$ cat config.mk
export PLATFORM = sky130hd
export DESIGN_NAME = ddr5_axi_traffic_gen_flat
export DESIGN_NICKNAME = d
export VERILOG_FILES = /design/src/rtl/ddr5_axi_traffic_gen_if.sv /design/src/rtl/ddr5_axi_traffic_gen.sv /design/src/flat_wrapper.sv
export SDC_FILE = /design/constraint.sdc
export NUM_CORES = 1
export LEC_CHECK = 0
export CAP_MARGIN = 30
export CELL_PAD_IN_SITES_DETAIL_PLACEMENT = 0
export CELL_PAD_IN_SITES_GLOBAL_PLACEMENT = 2
export CORE_MARGIN = 4
export CORE_UTILIZATION = 29
export CTS_BUF_LIST = sky130_fd_sc_hd__clkbuf_8
export CTS_CLUSTER_DIAMETER = 200
export DETAILED_ROUTE_END_ITERATION = 12
export GPL_TIMING_DRIVEN = 1
export PLACE_DENSITY = 0.8
export SETUP_SLACK_MARGIN = 0.15
export SLEW_MARGIN = 40
export SYNTH_ARGS = -nofsm -noshare
export SYNTH_HDL_FRONTEND = slang
export SYNTH_SLANG_ARGS = --single-unit
export TNS_END_PERCENT = 50
$ cat constraint.sdc
create_clock -name axi_clk -period 1.9 [get_ports axi_clk]
set_input_delay 0.19 -clock axi_clk [delete_from_list [all_inputs] [get_ports axi_clk]]
set_output_delay 0.19 -clock axi_clk [all_outputs]
set_load 0.02 [all_outputs]
$ cat src/rtl/ddr5_axi_traffic_gen_if.sv
`default_nettype none
// ============================================================================
// Module   : ddr5_axi_traffic_gen_if
// Purpose  : Host-port bundle between the traffic generator and the DDR5
//            controller (write request, read address, read data channels).
// Ports    : master = generator side, slave = controller / memory side.
//            W_Valid/W_Data/W_STRB/W_Address/W_Ready        write channel
//            R_Valid_Address/R_Address/R_Ready_Address      read address
//            R_Valid/R_Data/R_Error/R_Ready                 read data
// Revision : 1.0  initial release
// ============================================================================
interface ddr5_axi_traffic_gen_if #(
  parameter int unsigned DATA_W = 32,
  parameter int unsigned ADDR_W = 32
) ();
  logic                  W_Valid;
  logic [DATA_W-1:0]     W_Data;
  logic [DATA_W/8-1:0]   W_STRB;
  logic [ADDR_W-1:0]     W_Address;
  logic                  W_Ready;
  logic                  R_Valid_Address;
  logic [ADDR_W-1:0]     R_Address;
  logic                  R_Ready_Address;
  logic                  R_Valid;
  logic [DATA_W-1:0]     R_Data;
  logic                  R_Error;
  logic                  R_Ready;

  modport master (
    output W_Valid, W_Data, W_STRB, W_Address,
    input  W_Ready,
    output R_Valid_Address, R_Address,
    input  R_Ready_Address,
    input  R_Valid, R_Data, R_Error,
    output R_Ready
  );

  modport slave (
    input  W_Valid, W_Data, W_STRB, W_Address,
    output W_Ready,
    input  R_Valid_Address, R_Address,
    output R_Ready_Address,
    output R_Valid, R_Data, R_Error,
    input  R_Ready
  );
endinterface
`default_nettype wire

$ cat src/rtl/ddr5_axi_traffic_gen.sv
`default_nettype none
// ============================================================================
// Module   : ddr5_axi_traffic_gen
// Purpose  : Write-then-read traffic generator and checker for the DDR5
//            controller host port. Writes NUM_TXN pattern words, reads every
//            address back and counts mismatches, read errors and timeouts.
// Ports    : axi_clk   - sole clock, rising edge
//            rst_n     - synchronous reset, active low
//            start     - one-cycle pulse, begins a run when idle/done
//            bus       - host-port bundle (master modport)
//            busy/done/pass/err_count/txn_idx - run status
// Options  : TG_ERR_INJECT_EN - when defined, write index 0 carries W_Data
//            bit 0 inverted while the checker still expects the clean word.
// Revision : 1.0  initial release
// ============================================================================
module ddr5_axi_traffic_gen #(
  parameter int unsigned       DATA_W      = 32,
  parameter int unsigned       ADDR_W      = 32,
  parameter int unsigned       NUM_TXN     = 8,
  parameter logic [ADDR_W-1:0] BASE_ADDR   = 32'h0000_4567,
  parameter logic [ADDR_W-1:0] ADDR_STRIDE = 32'h0000_0001,
  parameter logic [DATA_W-1:0] PAT_SEED    = 32'h1425_3679,
  parameter logic [DATA_W-1:0] PAT_INC     = 32'h3C23_7856,
  parameter int unsigned       GAP_CYCLES  = 6,
  parameter int unsigned       TIMEOUT     = 64
) (
  input  wire logic                        axi_clk,
  input  wire logic                        rst_n,
  input  wire logic                        start,
  ddr5_axi_traffic_gen_if.master           bus,
  output logic                             busy,
  output logic                             done,
  output logic                             pass,
  output logic [15:0]                      err_count,
  output logic [$clog2(NUM_TXN+1)-1:0]     txn_idx
);

  localparam int unsigned IDX_W = $clog2(NUM_TXN + 1);
  localparam int unsigned GAP_W = (GAP_CYCLES < 2) ? 1 : $clog2(GAP_CYCLES);
  localparam int unsigned TO_W  = (TIMEOUT < 2) ? 1 : $clog2(TIMEOUT);

  localparam logic [IDX_W-1:0] LAST_IDX = IDX_W'(NUM_TXN - 1);
  // A zero-cycle gap still occupies its state for one cycle.
  localparam logic [GAP_W-1:0] GAP_LAST = GAP_W'((GAP_CYCLES == 0) ? 0 : GAP_CYCLES - 1);
  localparam logic [TO_W-1:0]  TO_LAST  = TO_W'(TIMEOUT - 1);

  typedef enum logic [2:0] {
    S_IDLE, S_WR_REQ, S_WR_GAP, S_RD_REQ, S_RD_WAIT, S_RD_GAP, S_DONE
  } state_e;

  state_e              state_q;
  logic                w_valid_q, r_valid_addr_q, r_ready_q;
  logic [DATA_W-1:0]   w_data_q, pat_data_q;
  logic [ADDR_W-1:0]   w_addr_q, r_addr_q, pat_addr_q;
  logic                busy_q, done_q, pass_q;
  logic [15:0]         err_q;
  logic [IDX_W-1:0]    idx_q;
  logic [GAP_W-1:0]    gap_q;
  logic [TO_W-1:0]     to_q;

  // Pattern for the following index; pat_* always hold the pattern of idx_q,
  // so the running sums replace any multiply.
  logic                last_txn, gap_end, rd_bad;
  logic [IDX_W-1:0]    idx_d;
  logic [ADDR_W-1:0]   addr_d;
  logic [DATA_W-1:0]   data_d, wdata_first, wdata_d;
  logic [15:0]         err_d;

  assign last_txn = (idx_q == LAST_IDX);
  assign gap_end  = (gap_q == GAP_LAST);
  assign idx_d    = last_txn ? '0        : idx_q + 1'b1;
  assign addr_d   = last_txn ? BASE_ADDR : pat_addr_q + ADDR_STRIDE;
  assign data_d   = last_txn ? PAT_SEED  : pat_data_q + PAT_INC;
  assign err_d    = (err_q == 16'hFFFF) ? err_q : err_q + 16'd1;
  assign rd_bad   = (bus.R_Data != pat_data_q) || bus.R_Error;

`ifdef TG_ERR_INJECT_EN
  localparam logic [IDX_W-1:0] ERR_INJ_IDX = '0;
  assign wdata_first = (ERR_INJ_IDX == '0) ? {PAT_SEED[DATA_W-1:1], ~PAT_SEED[0]} : PAT_SEED;
  assign wdata_d     = (idx_d == ERR_INJ_IDX) ? {data_d[DATA_W-1:1], ~data_d[0]} : data_d;
`else
  assign wdata_first = PAT_SEED;
  assign wdata_d     = data_d;
`endif

  always_ff @(posedge axi_clk) begin
    if (!rst_n) begin
      state_q        <= S_IDLE;
      w_valid_q      <= 1'b0;
      w_data_q       <= '0;
      w_addr_q       <= '0;
      r_valid_addr_q <= 1'b0;
      r_addr_q       <= '0;
      r_ready_q      <= 1'b0;
      busy_q         <= 1'b0;
      done_q         <= 1'b0;
      pass_q         <= 1'b0;
      err_q          <= '0;
      idx_q          <= '0;
      gap_q          <= '0;
      to_q           <= '0;
      pat_addr_q     <= '0;
      pat_data_q     <= '0;
    end else begin
      case (state_q)
        S_IDLE, S_DONE: begin
          if (start) begin
            state_q    <= S_WR_REQ;
            busy_q     <= 1'b1;
            done_q     <= 1'b0;
            pass_q     <= 1'b0;
            err_q      <= '0;
            idx_q      <= '0;
            pat_addr_q <= BASE_ADDR;
            pat_data_q <= PAT_SEED;
            w_valid_q  <= 1'b1;
            w_addr_q   <= BASE_ADDR;
            w_data_q   <= wdata_first;
          end
        end
        S_WR_REQ: begin
          if (bus.W_Ready) begin
            w_valid_q <= 1'b0;
            gap_q     <= '0;
            state_q   <= S_WR_GAP;
          end
        end
        S_WR_GAP: begin
          if (gap_end) begin
            idx_q      <= idx_d;
            pat_addr_q <= addr_d;
            pat_data_q <= data_d;
            if (last_txn) begin
              state_q        <= S_RD_REQ;
              r_valid_addr_q <= 1'b1;
              r_addr_q       <= addr_d;
            end else begin
              state_q   <= S_WR_REQ;
              w_valid_q <= 1'b1;
              w_addr_q  <= addr_d;
              w_data_q  <= wdata_d;
            end
          end else begin
            gap_q <= gap_q + 1'b1;
          end
        end
        S_RD_REQ: begin
          if (bus.R_Ready_Address) begin
            r_valid_addr_q <= 1'b0;
            r_ready_q      <= 1'b1;
            to_q           <= '0;
            state_q        <= S_RD_WAIT;
          end
        end
        S_RD_WAIT: begin
          // Returned data wins over a timeout expiring on the same cycle.
          if (bus.R_Valid) begin
            if (rd_bad) err_q <= err_d;
            r_ready_q <= 1'b0;
            gap_q     <= '0;
            state_q   <= S_RD_GAP;
          end else if (to_q == TO_LAST) begin
            err_q     <= err_d;
            r_ready_q <= 1'b0;
            gap_q     <= '0;
            state_q   <= S_RD_GAP;
          end else begin
            to_q <= to_q + 1'b1;
          end
        end
        S_RD_GAP: begin
          if (gap_end) begin
            idx_q      <= idx_d;
            pat_addr_q <= addr_d;
            pat_data_q <= data_d;
            if (last_txn) begin
              state_q <= S_DONE;
              busy_q  <= 1'b0;
              done_q  <= 1'b1;
              pass_q  <= (err_q == 16'd0);
            end else begin
              state_q        <= S_RD_REQ;
              r_valid_addr_q <= 1'b1;
              r_addr_q       <= addr_d;
            end
          end else begin
            gap_q <= gap_q + 1'b1;
          end
        end
        default: state_q <= S_IDLE;
      endcase
    end
  end

  assign bus.W_Valid         = w_valid_q;
  assign bus.W_Data          = w_data_q;
  assign bus.W_STRB          = '1;
  assign bus.W_Address       = w_addr_q;
  assign bus.R_Valid_Address = r_valid_addr_q;
  assign bus.R_Address       = r_addr_q;
  assign bus.R_Ready         = r_ready_q;
  assign busy                = busy_q;
  assign done                = done_q;
  assign pass                = pass_q;
  assign err_count           = err_q;
  assign txn_idx             = idx_q;

endmodule
`default_nettype wire

$ cat src/flat_wrapper.sv
// flat-port wrapper written by rule: the top's interface ports become plain ports
module ddr5_axi_traffic_gen_flat 
#(
  parameter int unsigned       DATA_W      = 32,
  parameter int unsigned       ADDR_W      = 32,
  parameter int unsigned       NUM_TXN     = 8,
  parameter logic [ADDR_W-1:0] BASE_ADDR   = 32'h0000_4567,
  parameter logic [ADDR_W-1:0] ADDR_STRIDE = 32'h0000_0001,
  parameter logic [DATA_W-1:0] PAT_SEED    = 32'h1425_3679,
  parameter logic [DATA_W-1:0] PAT_INC     = 32'h3C23_7856,
  parameter int unsigned       GAP_CYCLES  = 6,
  parameter int unsigned       TIMEOUT     = 64
)
  (axi_clk, rst_n, start, busy, done, pass, err_count, txn_idx, bus_W_Valid, bus_W_Data, bus_W_STRB, bus_W_Address, bus_W_Ready, bus_R_Valid_Address, bus_R_Address, bus_R_Ready_Address, bus_R_Valid, bus_R_Data, bus_R_Error, bus_R_Ready);
  ddr5_axi_traffic_gen_if #(.DATA_W(DATA_W), .ADDR_W(ADDR_W)) bus_i ();
  input  wire logic axi_clk;
  input  wire logic rst_n;
  input  wire logic start;
  output logic busy;
  output logic done;
  output logic pass;
  output logic [15:0] err_count;
  output logic [$clog2(NUM_TXN+1)-1:0] txn_idx;
  output wire logic [$bits(bus_i.W_Valid)-1:0] bus_W_Valid;
  output wire logic [$bits(bus_i.W_Data)-1:0] bus_W_Data;
  output wire logic [$bits(bus_i.W_STRB)-1:0] bus_W_STRB;
  output wire logic [$bits(bus_i.W_Address)-1:0] bus_W_Address;
  input wire logic [$bits(bus_i.W_Ready)-1:0] bus_W_Ready;
  output wire logic [$bits(bus_i.R_Valid_Address)-1:0] bus_R_Valid_Address;
  output wire logic [$bits(bus_i.R_Address)-1:0] bus_R_Address;
  input wire logic [$bits(bus_i.R_Ready_Address)-1:0] bus_R_Ready_Address;
  input wire logic [$bits(bus_i.R_Valid)-1:0] bus_R_Valid;
  input wire logic [$bits(bus_i.R_Data)-1:0] bus_R_Data;
  input wire logic [$bits(bus_i.R_Error)-1:0] bus_R_Error;
  output wire logic [$bits(bus_i.R_Ready)-1:0] bus_R_Ready;
  assign bus_W_Valid = bus_i.W_Valid;
  assign bus_W_Data = bus_i.W_Data;
  assign bus_W_STRB = bus_i.W_STRB;
  assign bus_W_Address = bus_i.W_Address;
  assign bus_i.W_Ready = bus_W_Ready;
  assign bus_R_Valid_Address = bus_i.R_Valid_Address;
  assign bus_R_Address = bus_i.R_Address;
  assign bus_i.R_Ready_Address = bus_R_Ready_Address;
  assign bus_i.R_Valid = bus_R_Valid;
  assign bus_i.R_Data = bus_R_Data;
  assign bus_i.R_Error = bus_R_Error;
  assign bus_R_Ready = bus_i.R_Ready;
  ddr5_axi_traffic_gen #(.DATA_W(DATA_W), .ADDR_W(ADDR_W), .NUM_TXN(NUM_TXN), .BASE_ADDR(BASE_ADDR), .ADDR_STRIDE(ADDR_STRIDE), .PAT_SEED(PAT_SEED), .PAT_INC(PAT_INC), .GAP_CYCLES(GAP_CYCLES), .TIMEOUT(TIMEOUT)) u_core (.axi_clk(axi_clk), .rst_n(rst_n), .start(start), .bus(bus_i), .busy(busy), .done(done), .pass(pass), .err_count(err_count), .txn_idx(txn_idx));
endmodule
==> results_dict.tcl, run 1 <==
set metrics [dict create \
    placed_area_sq_mm 0.0134 \
    clock_skew_ps 23.2 \
    fp.dieH_um 190 \
    drv_cap 0 \
    cts_tree "built" \
    clk_latency_ps 500 \
    cp.arrival_ps 2470 \
    finalHoldViolations 0 \
    finalMaxSlewViolations 0 \
    r2r-start "u_core.txn_idx[1]" \
    globalplace.congestion 0.861 \
    finalSetupTns_ps -11040 \
    num-nets-final 1612 \
    routedWlPerCell_um 18.8 \
    row_count 66 \
    setup_violations 134 \
    cp.buffers_inverters 2 \
    wl_um 38000 \
    period_share_pct 109 \
    rsz0062_at_grt "true" \
    io_buffers 160 \
    hold_slack_ps 255 \
    place_hpwl_um 26400 \
    hold_path_class "in -> reg" \
    synth_seq_cells 198 \
    combinationalPowerShare_pct 43.4 \
    status "finished with violations" \
    initial_core_util_pct 29.5 \
    netlist.area_leader.share_pct 41.4 \
    yosysSeqAreaShare_pct 41.4 \
    drc 0 \
    grt_pass1_vias 10100 \
    cts_buffers 17 \
    holdPathEnd "u_core.bus.W_Address[9]" \
    violations "negative setup slack" \
    crit_path_max_incr_delay_ps 360 \
    async_flop_share_pct 0 \
    crit_chain "ha_4 -> and3b_2 -> or3_4 -> a221oi_4 -> buf_6 -> nor2_4 -> buf_4 -> a32o_1" \
    internal_power_uw 8790 \
    synth_edf_count 0 \
    htree_levels 4 \
    postCtsHoldBufs 0 \
    syn2layout_area_growth_pct 70.5 \
    vias 10300 \
    avgViaCountPerCell 5.11 \
    clock_power_share_pct 21.4 \
    maxSlewHeadroom_pct 54.0 \
    core_sq_mm 0.0325 \
    min_period_ps 2080 \
    max_freq_mhz 481 \
    hold_path.startpoint "rst_n" \
    power.density_mw_per_mm2 845 \
    swShare_pct 36.4 \
    clockBufferDepth 2 \
    yosysTopAreaCell "dfxtp_1" \
    ant_nets 0 \
    r2r_setup_slack_ps -180 \
    path_max_fanout 6 \
    grt_max_degree 39 \
    worst_pin_slew_ps 690 \
    crit_type "reg -> reg" \
    cpLargestDelayFamily "simple AND/OR/NAND/NOR gates" \
    power_uw 13800 \
    stdcell_area_sq_mm 0.0163 \
    die_area_sq_mm 0.0360 \
    antenna_found_initial 0 \
    worstReg2RegEnd "u_core.bus.W_Data[30]" \
    crit_path_end_kind "register" \
    leakagePower_uw 0.00678 \
    p_sw_uw 5030 \
    setup_slack_ps -179 \
    final_util_pct 50.2 \
    clk_pin_slew_worst_paths_ps 100 \
    cp_slowest_cell "dfxtp_4" \
    groute.usage.overall_pct 20.0 \
    synth.area.top_cells "dfxtp_1 (41%), xnor2_1 (5.4%), nand2_1 (5.2%)" \
    hold_path_depth 3 \
    die_x_um 190 \
    grt_pass1_wl_um 57300 \
    grt-ovfl-total 0 \
    ys_types 75 \
    reg2reg_depth 8 \
    nFillCells 3126 \
    synthCells 1163 \
    vdd_drop_max_mv 0.505 \
    avgSynthCellArea_sq_um 8.24 \
    synth_ff_type "dfxtp_1" \
    diodes 0 \
    cts.sinks 198 \
    yosys_warnings 0 \
    worstPathRequired_ps 2300 \
    startpoint_type "register" \
    cts-root-buf "clkbuf_8" \
    synth_common_cells "dfxtp_1 (198), nand2_1 (134), nor2_1 (99)" \
    yosysMostFrequentCell "dfxtp_1" \
    io_pins 165 \
    drive_above_1_share_pct 40.1 \
    drt_iter0_drc 753 \
    pwr-share-seq_pct 35.2 \
    synth_area_sq_mm 0.00959 \
    firstDrtPassIters 5 \
]
[tightest hold or removal path: cells and delay by family]
family | cells | cell delay, ps
buffers and inverters | 2 | 370
and+or+nand+nor | 1 | 150
[power by group through the flow]
| stage | Sequential [uW] | Clock [uW] | Combinational [uW] |
|---|---|---|---|
| 2_1_floorplan | 4960 | 0 | 2190 |
| 3_3_place_gp | 4890 | 0 | 4140 |
| 3_5_place_dp | 4890 | 0 | 4180 |
| 4_1_cts | 4830 | 3030 | 5220 |
| 5_1_grt | 4910 | 3200 | 6330 |
| 6_report | 4860 | 2960 | 5990 |
[cell usage in the layout, fill, tap and decap left out, types with 42 or more instances in the layout]
cell               n
o21ai_2           42
nor2_1            78
buf_6             48
clkdlybuf4s50_1  119
buf_4            225
dfxtp_1          166
a21oi_1           57
xnor2_1           54
o21ai_1           45
nand2_1           90
[cells by family after synthesis]
group | Yosys count | share of synthesized area (%)
adder cells (fa/ha/maj) | 8 | 1.04
XOR/XNOR | 92 | 8.41
flip-flops | 198 | 41.4
buffers and inverters | 111 | 4.97
AND/OR/NAND/NOR | 424 | 22.0
other | 1 | 0.0391
AO/OA/AOI/OAI | 322 | 21.5
multiplexers | 7 | 0.744
[registers in the layout, summed over array words and instances, names as in the netlist, 4 cells and up]
name                  cells
u_core.err_count         16
u_core.pat_addr_q        32
u_core.pat_data_q        32
u_core.to_q               6
u_core.bus.W_Address     32
u_core.txn_idx            4
u_core.bus.R_Address     32
u_core.bus.W_Data        32
[worst max-delay path by stage]
stage	end	startpoint	cells past startpoint
6_report	u_core.bus.W_Data[30]	u_core.txn_idx[1]	8
5_1_grt	u_core.bus.W_Data[30]	u_core.txn_idx[1]	8
4_1_cts	u_core.bus.W_Data[1]	u_core.txn_idx[1]	7
3_5_place_dp	u_core.err_count[5]	bus_R_Data[29]	9
3_3_place_gp	u_core.err_count[5]	bus_R_Data[29]	9
2_1_floorplan	u_core.pat_data_q[17]	u_core.state_q[0]	8
[final cells by class]
cell class / instances / area [sq um] / share of cell area (%)
tap: 442 / 553 / 3.38
clock inverter: 13 / 159 / 0.972
timing repair buffer: 468 / 4650 / 28.5
sequential: 198 / 4030 / 24.6
inverter: 22 / 82.6 / 0.505
clock buffer: 18 / 248 / 1.52
multi-input combinational: 858 / 6620 / 40.5
[repair_timing]
item | CTS | global route
gates resized for setup | 202 | 287
setup buffers | 39 | 23
gates cloned | 8 | 6
setup endpoints to repair | 204 | 228
pin swaps | 57 | 94
hold endpoints to repair | 0 | 0
[per-layer routing]
layer	wire length, um	track usage (%)	vias up
met4	731	6.07	0
met1	17300	27.1	5032
li1	-	-	4997
met5	0	0	-
met2	18600	33.2	253
met3	1440	2.86	35
[through the flow]
stage / worst slack [ps] / cells
2_1_floorplan: -97.1 / 1166
3_3_place_gp: -333 / 1912
3_5_place_dp: -431 / 1912
4_1_cts: -137 / 1990
5_1_grt: -228 / 2019
6_report: -179 / 2019
Note: power is estimated with default switching activity, not from simulation.
==> run 2: changes to the inputs <==
--- a/config.mk
+++ b/config.mk
@@ -5,6 +5,7 @@
 export SDC_FILE = /design/constraint.sdc
 export NUM_CORES = 1
 export LEC_CHECK = 0
+export ABC_AREA = 0
 export CAP_MARGIN = 30
 export CELL_PAD_IN_SITES_DETAIL_PLACEMENT = 0
 export CELL_PAD_IN_SITES_GLOBAL_PLACEMENT = 2
@@ -13,6 +14,7 @@
 export CTS_BUF_LIST = sky130_fd_sc_hd__clkbuf_8
 export CTS_CLUSTER_DIAMETER = 200
 export DETAILED_ROUTE_END_ITERATION = 12
+export GPL_ROUTABILITY_DRIVEN = 0
 export GPL_TIMING_DRIVEN = 1
 export PLACE_DENSITY = 0.8
 export SETUP_SLACK_MARGIN = 0.15
==> results of run 2 <==
The final DEF is identical to that of run 1; final timing and power are the same.
==> patch (settings of run 2) <==
Compare `idx_q` against `LAST_IDX` with >= in place of ==.
--- a/src/rtl/ddr5_axi_traffic_gen.sv
+++ b/src/rtl/ddr5_axi_traffic_gen.sv
@@ -68,3 +68,3 @@
 
-  assign last_txn = (idx_q == LAST_IDX);
+  assign last_txn = (idx_q >= LAST_IDX);
   assign gap_end  = (gap_q == GAP_LAST);
Function: same outputs for any inputs over 4 cycles, from zero or initial values and one cycle with rst_n low; that may be too few to reach the edited logic, so the function may still have changed.
==> patch against run 2 <==
Hold slack better by 38 ps; design area increased by 0.28%; sequential cell count is the same; clock skew rose by 0.58 ps; setup slack worse by 25 ps; wire length down 3.6%; via count decreased by 3.2%; the run still ends with setup timing left; area after synthesis down 2.8%.
Power is not compared: it rests on default switching activity, and its combinational part moved more than twofold at a synthesized area within 25%.
==> patch: results (changes against run 2) <==
Status
  • Outcome: complete, but fails checks
  • Violations in the final reports: setup timing

Synthesis
  • Distinct cell type count of the synthesized netlist: 73 (-2.7%)
  • Share of synthesized area spent on multiplexers: 0.005507 (-0.001933)
  • Register area share after synthesis: 0.4255 (+0.01200)
  • Synth Area in Adders: 0.01075 (+0.0003030)

Drt
  • Detail-routed via count per cell: 5.071 (-0.76%)
  • Mean routed wirelength per cell: 18.60 um (-1.2%)
  • Detailed Route Iter0 Violations: 654 (-13%)

Timing
  • Worst-margin pin slew: 629.9 ps (-60.57 ps)
  • Final number of setup-violating endpoints: 84 (-37%)
  • Setup clock skew after layout: 23.80 ps (+0.5807 ps)
  • Fin worst setup slack: -203.5 ps (-24.89 ps)

Cells and area
  • Number of multi-input combinational cells in the layout: 840 (-2.1%)
  • Total Nets Final: 1602 (-0.62%)
  • Signal buffers: 483 (+3.2%)
  • # fillers: 2873 (-8.1%)
  • FF/Latch Area: 0.004044 mm^2 (+0.44%)
  • Non-clock buffer share: 0.2888 (+0.004005)
  • Count of inverters other than clock inverters in the layout: 15 (-32%)

Critical path
  • Launching element of the worst setup path: u_core.state_q[2]$_SDFFE_PN0P_
  • FF-to-FF path depth: 10 (+2)

Clocking
  • Postcts setup bufs: 47 (+21%)
  • Worst-path clk slew: 120 ps (+20 ps)
  • Count of cells resized by post-cts repair: 324 (+60%)

GRT
  • Largest net degree at the start of global routing: 48 (+23%)
  • Number of global-route vias before repair: 9705 (-4.1%)
  • Combined global-route utilization of all metal layers: 0.1972 (-0.002819)

Placed design
  • Detailed-placement wirelength estimate: 24250 um (-8.2%)

Worst hold path
  • WHS Endpoint: u_core.bus.W_Address[20]$_SDFFE_PN0P_
  • Depth of the worst hold-timing path: 4 (+1)
==> patch: worst reg2reg max path, cell delays in order (launching register included) <==
cell and delay (ps):
dfxtp_4 380, nor3b_4 250, nand4_1 140, nor4_2 340, nand3_2 220, nand2_2 140
buf_6 100, buf_6 100, buf_6 90, nor2_4 40, a32o_1 210
==> patch: stage by stage <==
stage | util | total power [mW] | hold WS [ps] | cell area [um^2] | worst slack [ps]
detailed placement | 0.4149 | 6.523 | 440.1 | 13130 | -566.7
global placement | 0.4149 | 6.511 | 437.7 | 13130 | -520.9
CTS | 0.4787 | 10.00 | 266.4 | 15140 | -211.3
global route | 0.5181 | 10.64 | 278.5 | 16390 | -291.8
floorplan | - | 5.651 | 349.6 | 9681 | -216.1
finish | 0.5181 | 10.19 | 293.2 | 16390 | -203.5
==> patch: layer usage <==
| layer | up-vias | wire [um] |
|---|---|---|
| li1 | 4910 | - |
| met1 | 4807 | 16580 |
| met2 | 225 | 17660 |
| met3 | 48 | 1546 |
| met4 | 0 | 860 |
| met5 | - | 0 |
